$ cat src/rtl/reset_seq_pkg.sv
// reset_seq_pkg: shared sequencer state encoding and debug counter width
package reset_seq_pkg;
    typedef enum logic [1:0] {HOLD, RELEASE, RUN} seq_state_t;
    localparam int LLC_W = 8;
endpackage

$ cat src/rtl/bit_synchronizer.sv
// bit_synchronizer: multi-flop synchroniser for one asynchronous level, cleared to 0
module bit_synchronizer #(
    parameter int STAGES = 4
) (
    input  logic clk,
    input  logic reset_n,
    input  logic d,
    output logic q
);
    logic [STAGES-1:0] ff;
    // shift the asynchronous level through the flop chain
    always_ff @(posedge clk or negedge reset_n) begin
        if (!reset_n) ff <= '0;
        else          ff <= {ff[STAGES-2:0], d};
    end
    assign q = ff[STAGES-1];
endmodule

$ cat src/rtl/reset_sequencer.sv
// reset_sequencer: waits for stable lock, then releases resets stage by stage
module reset_sequencer
    import reset_seq_pkg::*;
#(
    parameter int NUM_LOCK    = 2,
    parameter int NUM_STAGES  = 3,
    parameter int SYNC_STAGES = 4,
    parameter int STAGE_DELAY = 16
) (
    input  logic                  clk,
    input  logic                  reset_n,
    input  logic [NUM_LOCK-1:0]   locked,
    input  logic                  force_reset,
    output logic [NUM_STAGES-1:0] rst_out,
    output logic                  ready,
    output logic [LLC_W-1:0]      lock_loss_count
);
    localparam int CW = STAGE_DELAY > 1 ? $clog2(STAGE_DELAY) : 1;
    localparam int IW = $clog2(NUM_STAGES + 1);

    logic [NUM_LOCK-1:0]   lock_sync;
    logic                  lock_ok, ok, last_cnt;
    seq_state_t            state_q, state_nx;
    logic [CW-1:0]         cnt_q, cnt_nx;
    logic [IW-1:0]         idx_q, idx_nx;
    logic [NUM_STAGES-1:0] rst_nx;
    logic                  ready_nx;
    logic [LLC_W-1:0]      llc_nx;

    genvar i;
    generate
        for (i = 0; i < NUM_LOCK; i++) begin : g_sync
            bit_synchronizer #(.STAGES(SYNC_STAGES)) u_sync (
                .clk    (clk),
                .reset_n(reset_n),
                .d      (locked[i]),
                .q      (lock_sync[i])
            );
        end
    endgenerate

    assign lock_ok  = &lock_sync;
    assign ok       = lock_ok & ~force_reset;
    assign last_cnt = cnt_q == CW'(STAGE_DELAY - 1);

    // state, counters and registered outputs
    always_ff @(posedge clk or negedge reset_n) begin
        if (!reset_n) begin
            state_q         <= HOLD;
            cnt_q           <= '0;
            idx_q           <= '0;
            rst_out         <= '1;
            ready           <= 1'b0;
            lock_loss_count <= '0;
        end else begin
            state_q         <= state_nx;
            cnt_q           <= cnt_nx;
            idx_q           <= idx_nx;
            rst_out         <= rst_nx;
            ready           <= ready_nx;
            lock_loss_count <= llc_nx;
        end
    end

    // sequencing: count stable lock in HOLD, step stages in RELEASE, abort to HOLD on loss
    always_comb begin
        state_nx = state_q;
        cnt_nx   = cnt_q;
        idx_nx   = idx_q;
        rst_nx   = rst_out;
        ready_nx = ready;
        llc_nx   = lock_loss_count;
        case (state_q)
            HOLD: begin
                if (!ok) begin
                    cnt_nx = '0;
                end else if (last_cnt) begin
                    rst_nx   = rst_out & ~NUM_STAGES'(1);
                    cnt_nx   = '0;
                    idx_nx   = IW'(1);
                    state_nx = NUM_STAGES == 1 ? RUN : RELEASE;
                    ready_nx = NUM_STAGES == 1;
                end else begin
                    cnt_nx = cnt_q + CW'(1);
                end
            end
            RELEASE, RUN: begin
                if (!ok) begin
                    state_nx = HOLD;
                    cnt_nx   = '0;
                    idx_nx   = '0;
                    rst_nx   = '1;
                    ready_nx = 1'b0;
                    llc_nx   = (!lock_ok && lock_loss_count != '1) ? lock_loss_count + LLC_W'(1) : lock_loss_count;
                end else if (state_q == RELEASE) begin
                    if (last_cnt) begin
                        rst_nx = rst_out & ~(NUM_STAGES'(1) << idx_q);
                        cnt_nx = '0;
                        idx_nx = idx_q + IW'(1);
                        if (idx_q == IW'(NUM_STAGES - 1)) begin
                            state_nx = RUN;
                            ready_nx = 1'b1;
                        end
                    end else begin
                        cnt_nx = cnt_q + CW'(1);
                    end
                end
            end
            default: state_nx = HOLD;
        endcase
    end
endmodule

$ cat config.mk
export PLATFORM = sky130hd
export DESIGN_NAME = reset_sequencer
export DESIGN_NICKNAME = d
export VERILOG_FILES = /design/src/rtl/reset_seq_pkg.sv /design/src/rtl/bit_synchronizer.sv /design/src/rtl/reset_sequencer.sv
export SDC_FILE = /design/constraint.sdc
export NUM_CORES = 1
export LEC_CHECK = 0
export ABC_AREA = 1
export BUFFER_PORTS_ARGS = -buffer_cell sky130_fd_sc_hd__buf_4
export CAP_MARGIN = 10
export CORE_ASPECT_RATIO = 1.1
export CORE_MARGIN = 2
export CORE_UTILIZATION = 54
export CTS_BUF_LIST = sky130_fd_sc_hd__clkbuf_8
export CTS_CLUSTER_DIAMETER = 50
export CTS_CLUSTER_SIZE = 12
export DETAILED_ROUTE_END_ITERATION = 16
export PLACE_DENSITY = 0.78
export SLEW_MARGIN = 10
export SYNTH_ARGS = -nofsm -noshare
export SYNTH_HDL_FRONTEND = slang
export SYNTH_HIERARCHICAL = 1
export SYNTH_SLANG_ARGS = --single-unit
$ cat constraint.sdc
create_clock -name clk -period 1.35 [get_ports clk]
set_input_delay 0.27 -clock clk [delete_from_list [all_inputs] [get_ports clk]]
set_output_delay 0.27 -clock clk [all_outputs]
set_load 0.005 [all_outputs]
==> results.toml <==
[outcome]
status = "finished with violations"
violations = "negative setup slack"

[critical_path]
reg2reg_setup_slack_ns = -0.04
cp.required_ns = 1.52
crit_path_top_delay_cell = "sky130_fd_sc_hd__dfrtp_1"
startpoint_type_of_the_worst_setup_path = "flop"
worstSetupEndpointType = "flop"
r2r_end = "state_q[1]"
reg2reg_from = "state_q[1]"
reg2regPathDepth = 10
startpoint = "state_q[1]"
crit_path_max_fanout = 5
number_of_buffers_and_inverters_on_the_critical_path = 2
cp_cell_sequence = "inv_2, ha_4, inv_6, nor2_4, nand2_2, nand2_4, nor2_4, nand2_2, nand2_1, nand2_1"
slowest_delay_ns = 0.40
timing_worst_setup_path_type = "reg -> reg"
timing.critical_path.max_delay_family = "simple AND/OR/NAND/NOR gates"
arrival_ns = 1.56

[worst_hold_path]
hold_depth = 1
hold_path_endpoint = "g_sync[0].u_sync/ff[0]"
hold_path.startpoint = "locked[0]"
min-delay-path-class = "in -> reg"

[global_route]
grt_use_total_pct = 23.2
grt_pass1_vias = 1305
global_route.overflow_total = 0
grt_first_pass_wirelength_mm = 5.35
number_of_antenna_violations_at_the_first_check_in_global_routing = 0
grt_start_max_net_pins = 29

[sta]
post-route-worst-setup-slack_ns = -0.0433
final_min_period_over_clock_period_pct = 103
fin_worst_hold_slack_ns = 0.101
slew_headroom_pct = 76.5
hold_violations = 0
final.setup_skew_ns = 0.00111
final.min_clock_period_ns = 1.39
fmax_mhz = 718
setup_repair_after_global_routing_missed_its_margin = "yes"
final-setup-viol-count = 9
slew_at_the_pin_with_the_worst_max_slew_slack_ns = 0.353
maxSlewViolCount = 0

[finish]
fillCellCount = 175
ff_latch_area_um2 = 704
drive_above_1_share_pct = 35.8
antennaDiodeCount = 0
multi_input_area_um2 = 758
final_net_count = 228
fin_area_um2 = 1890
area_growth_pct = 32.3

[floorplanning]
top_level_ports = 17
die-width_um = 53.1
fp.coreArea_um2 = 2520
initial_utilization_pct = 56.8
die-height_um = 58.0
floorplan.rows = 19
die_area_um2 = 3080

[drt]
ant_nets = 0
remaining_drc_errors = 0
detail_route.first_pass.iterations = 4
wl_per_cell_um = 12.9
routed_wl_mm = 3.18
detail_route.vias_per_cell = 5.29
drtIter0Drc = 44
vias = 1301

[clock_network]
tritoncts_num_sinks = 28
clockRootBuffer = "sky130_fd_sc_hd__clkbuf_8"
cts_tree = "built"
cts_buffers = 3
clock_tree.htree_level_count = 1
clockBufferDepth = 2
cts.clk_slew.worst_paths_ns = 0.09
clock_insertion_delay_worst_skew_ns = 0.27

[power]
power_density_nw_per_um2 = 725
maximum_vdd_ir_drop_mv = 0.848
p_leak_nw = 0.972
design_power_total_w = 0.00137

[flow_run]
drv_cap = 0

[placement]
port_buffers = 16
place_congestion = 0.859
place_area_um2 = 1670
place_hpwl_mm = 2.10

[logic_synthesis]
synth_common_cells = "sky130_fd_sc_hd__nand2_1, sky130_fd_sc_hd__dfrtp_1, sky130_fd_sc_hd__inv_1, sky130_fd_sc_hd__nand3_1, sky130_fd_sc_hd__nor2_1"
synth.largest_area_cell = "sky130_fd_sc_hd__dfrtp_1"
postSynthRegisterBits = 28
synth_warnings = 6
synth_area_per_cell_um2 = 8.04
post_synth_instance_area_um2 = 1430
mappedNetlistNets = 190
leading_cell_types_by_total_area_after_synthesis = "sky130_fd_sc_hd__dfrtp_1, sky130_fd_sc_hd__nand2_1, sky130_fd_sc_hd__ha_1"
synth_sequential_area_ratio_pct = 49.2
yosys.cell_types.count = 22
synthArstFlopShare_pct = 100
synth.top_cell.area_share_pct = 43.7
dominantRegCellSynth = "sky130_fd_sc_hd__dfrtp_1"
synthCells = 178
yosysMostFrequentCell = "sky130_fd_sc_hd__nand2_1"
synth_enable_flop_cells = 0
-- sequential cells by signal (all words and copies together), names as in the netlist --
signal	cells
idx_q	2
state_q	2
rst_out	3
cnt_q	4
ready	1
g_sync.u_sync/ff	8
lock_loss_count	8
-- cell usage in the layout (no fill, tap or decap), drive strengths merged --
cell type / count
nand2: 72
nor2: 12
dfstp: 3
nand4: 3
inv: 26
buf: 31
xor2: 1
o21ai: 10
dlygate4sd3: 1
nand3b: 1
nor3: 1
or2: 1
dfrtp: 25
a21oi: 1
nand3: 14
ha: 7
xnor2: 3
clkbuf: 3
-- worst reg2reg max path, cell delays in order, from the launching register on --
cell                      delay (ns)
sky130_fd_sc_hd__dfrtp_1        0.40
sky130_fd_sc_hd__inv_2          0.08
sky130_fd_sc_hd__ha_4           0.22
sky130_fd_sc_hd__inv_6          0.09
sky130_fd_sc_hd__nor2_4         0.03
sky130_fd_sc_hd__nand2_2        0.08
sky130_fd_sc_hd__nand2_4        0.08
sky130_fd_sc_hd__nor2_4         0.12
sky130_fd_sc_hd__nand2_2        0.06
sky130_fd_sc_hd__nand2_1        0.07
sky130_fd_sc_hd__nand2_1        0.05
-- per-layer routing --
metal | vias to the layer above | routed length, um | GRT usage, % | part of all wire, %
met1 | 643 | 1330 | 27.9 | 42
met3 | 6 | 101 | 3.61 | 3.2
met5 | - | 0 | 0 | 0
met4 | 0 | 44 | 9.16 | 1.4
met2 | 29 | 1710 | 40.9 | 54
li1 | 623 | - | - | -
-- area by class of cell --
cell class / count / share of cell area (%)
Multi-Input combinational cell: 126 / 40.1
Inverter: 25 / 5.49
Sequential cell: 28 / 37.2
Clock inverter: 1 / 0.198
Clock buffer: 3 / 2.18
Tap cell: 31 / 2.05
Timing Repair Buffer: 32 / 12.8
-- per-stage QoR --
stage / instances / utilization (%) / setup slack [ns] / TNS, ns
3_3_place_gp: 234 / 66.3 / -0.00496 / -0.00912
6_report: 246 / 75.1 / -0.0433 / -0.219
4_1_cts: 239 / 69.4 / -0.0216 / -0.129
3_5_place_dp: 234 / 66.3 / -0.109 / -0.348
2_1_floorplan: 178 / - / 0.0112 / 0
5_1_grt: 246 / 75.1 / -0.166 / -1.76
-- worst max path at each step --
stage	slack, ns	cells after the start	endpoint
3_5_place_dp	-0.11	10	state_q[1]
6_report	-0.04	10	state_q[1]
5_1_grt	-0.17	7	lock_loss_count[6]
2_1_floorplan	0.01	10	state_q[0]
4_1_cts	-0.02	10	state_q[1]
3_3_place_gp	-0.005	10	state_q[0]
-- report_power, final --
group | switching [W] | internal [W]
clock | 0.000249 | 0.000204
combinational | 0.0000374 | 0.0000215
sequential | 0.00000870 | 0.000852
-- cells by family after synthesis --
group	share of synthesized area, %
flops	49.2
fa+ha+maj	6.12
compound gates	4.11
simple gates	31.4
buf+inv	6.73
xor+xnor	2.45
-- what timing repair did --
item                                    CTS  global route
hold buffers                              1             0
setup buffers                             0             6
hold endpoints to repair                 25             0
endpoints found under the setup margin   15            20
resized for setup                         9            32
cloned                                    0             1
pin swaps                                 4            15
Power figures use the tool's default switching activity.
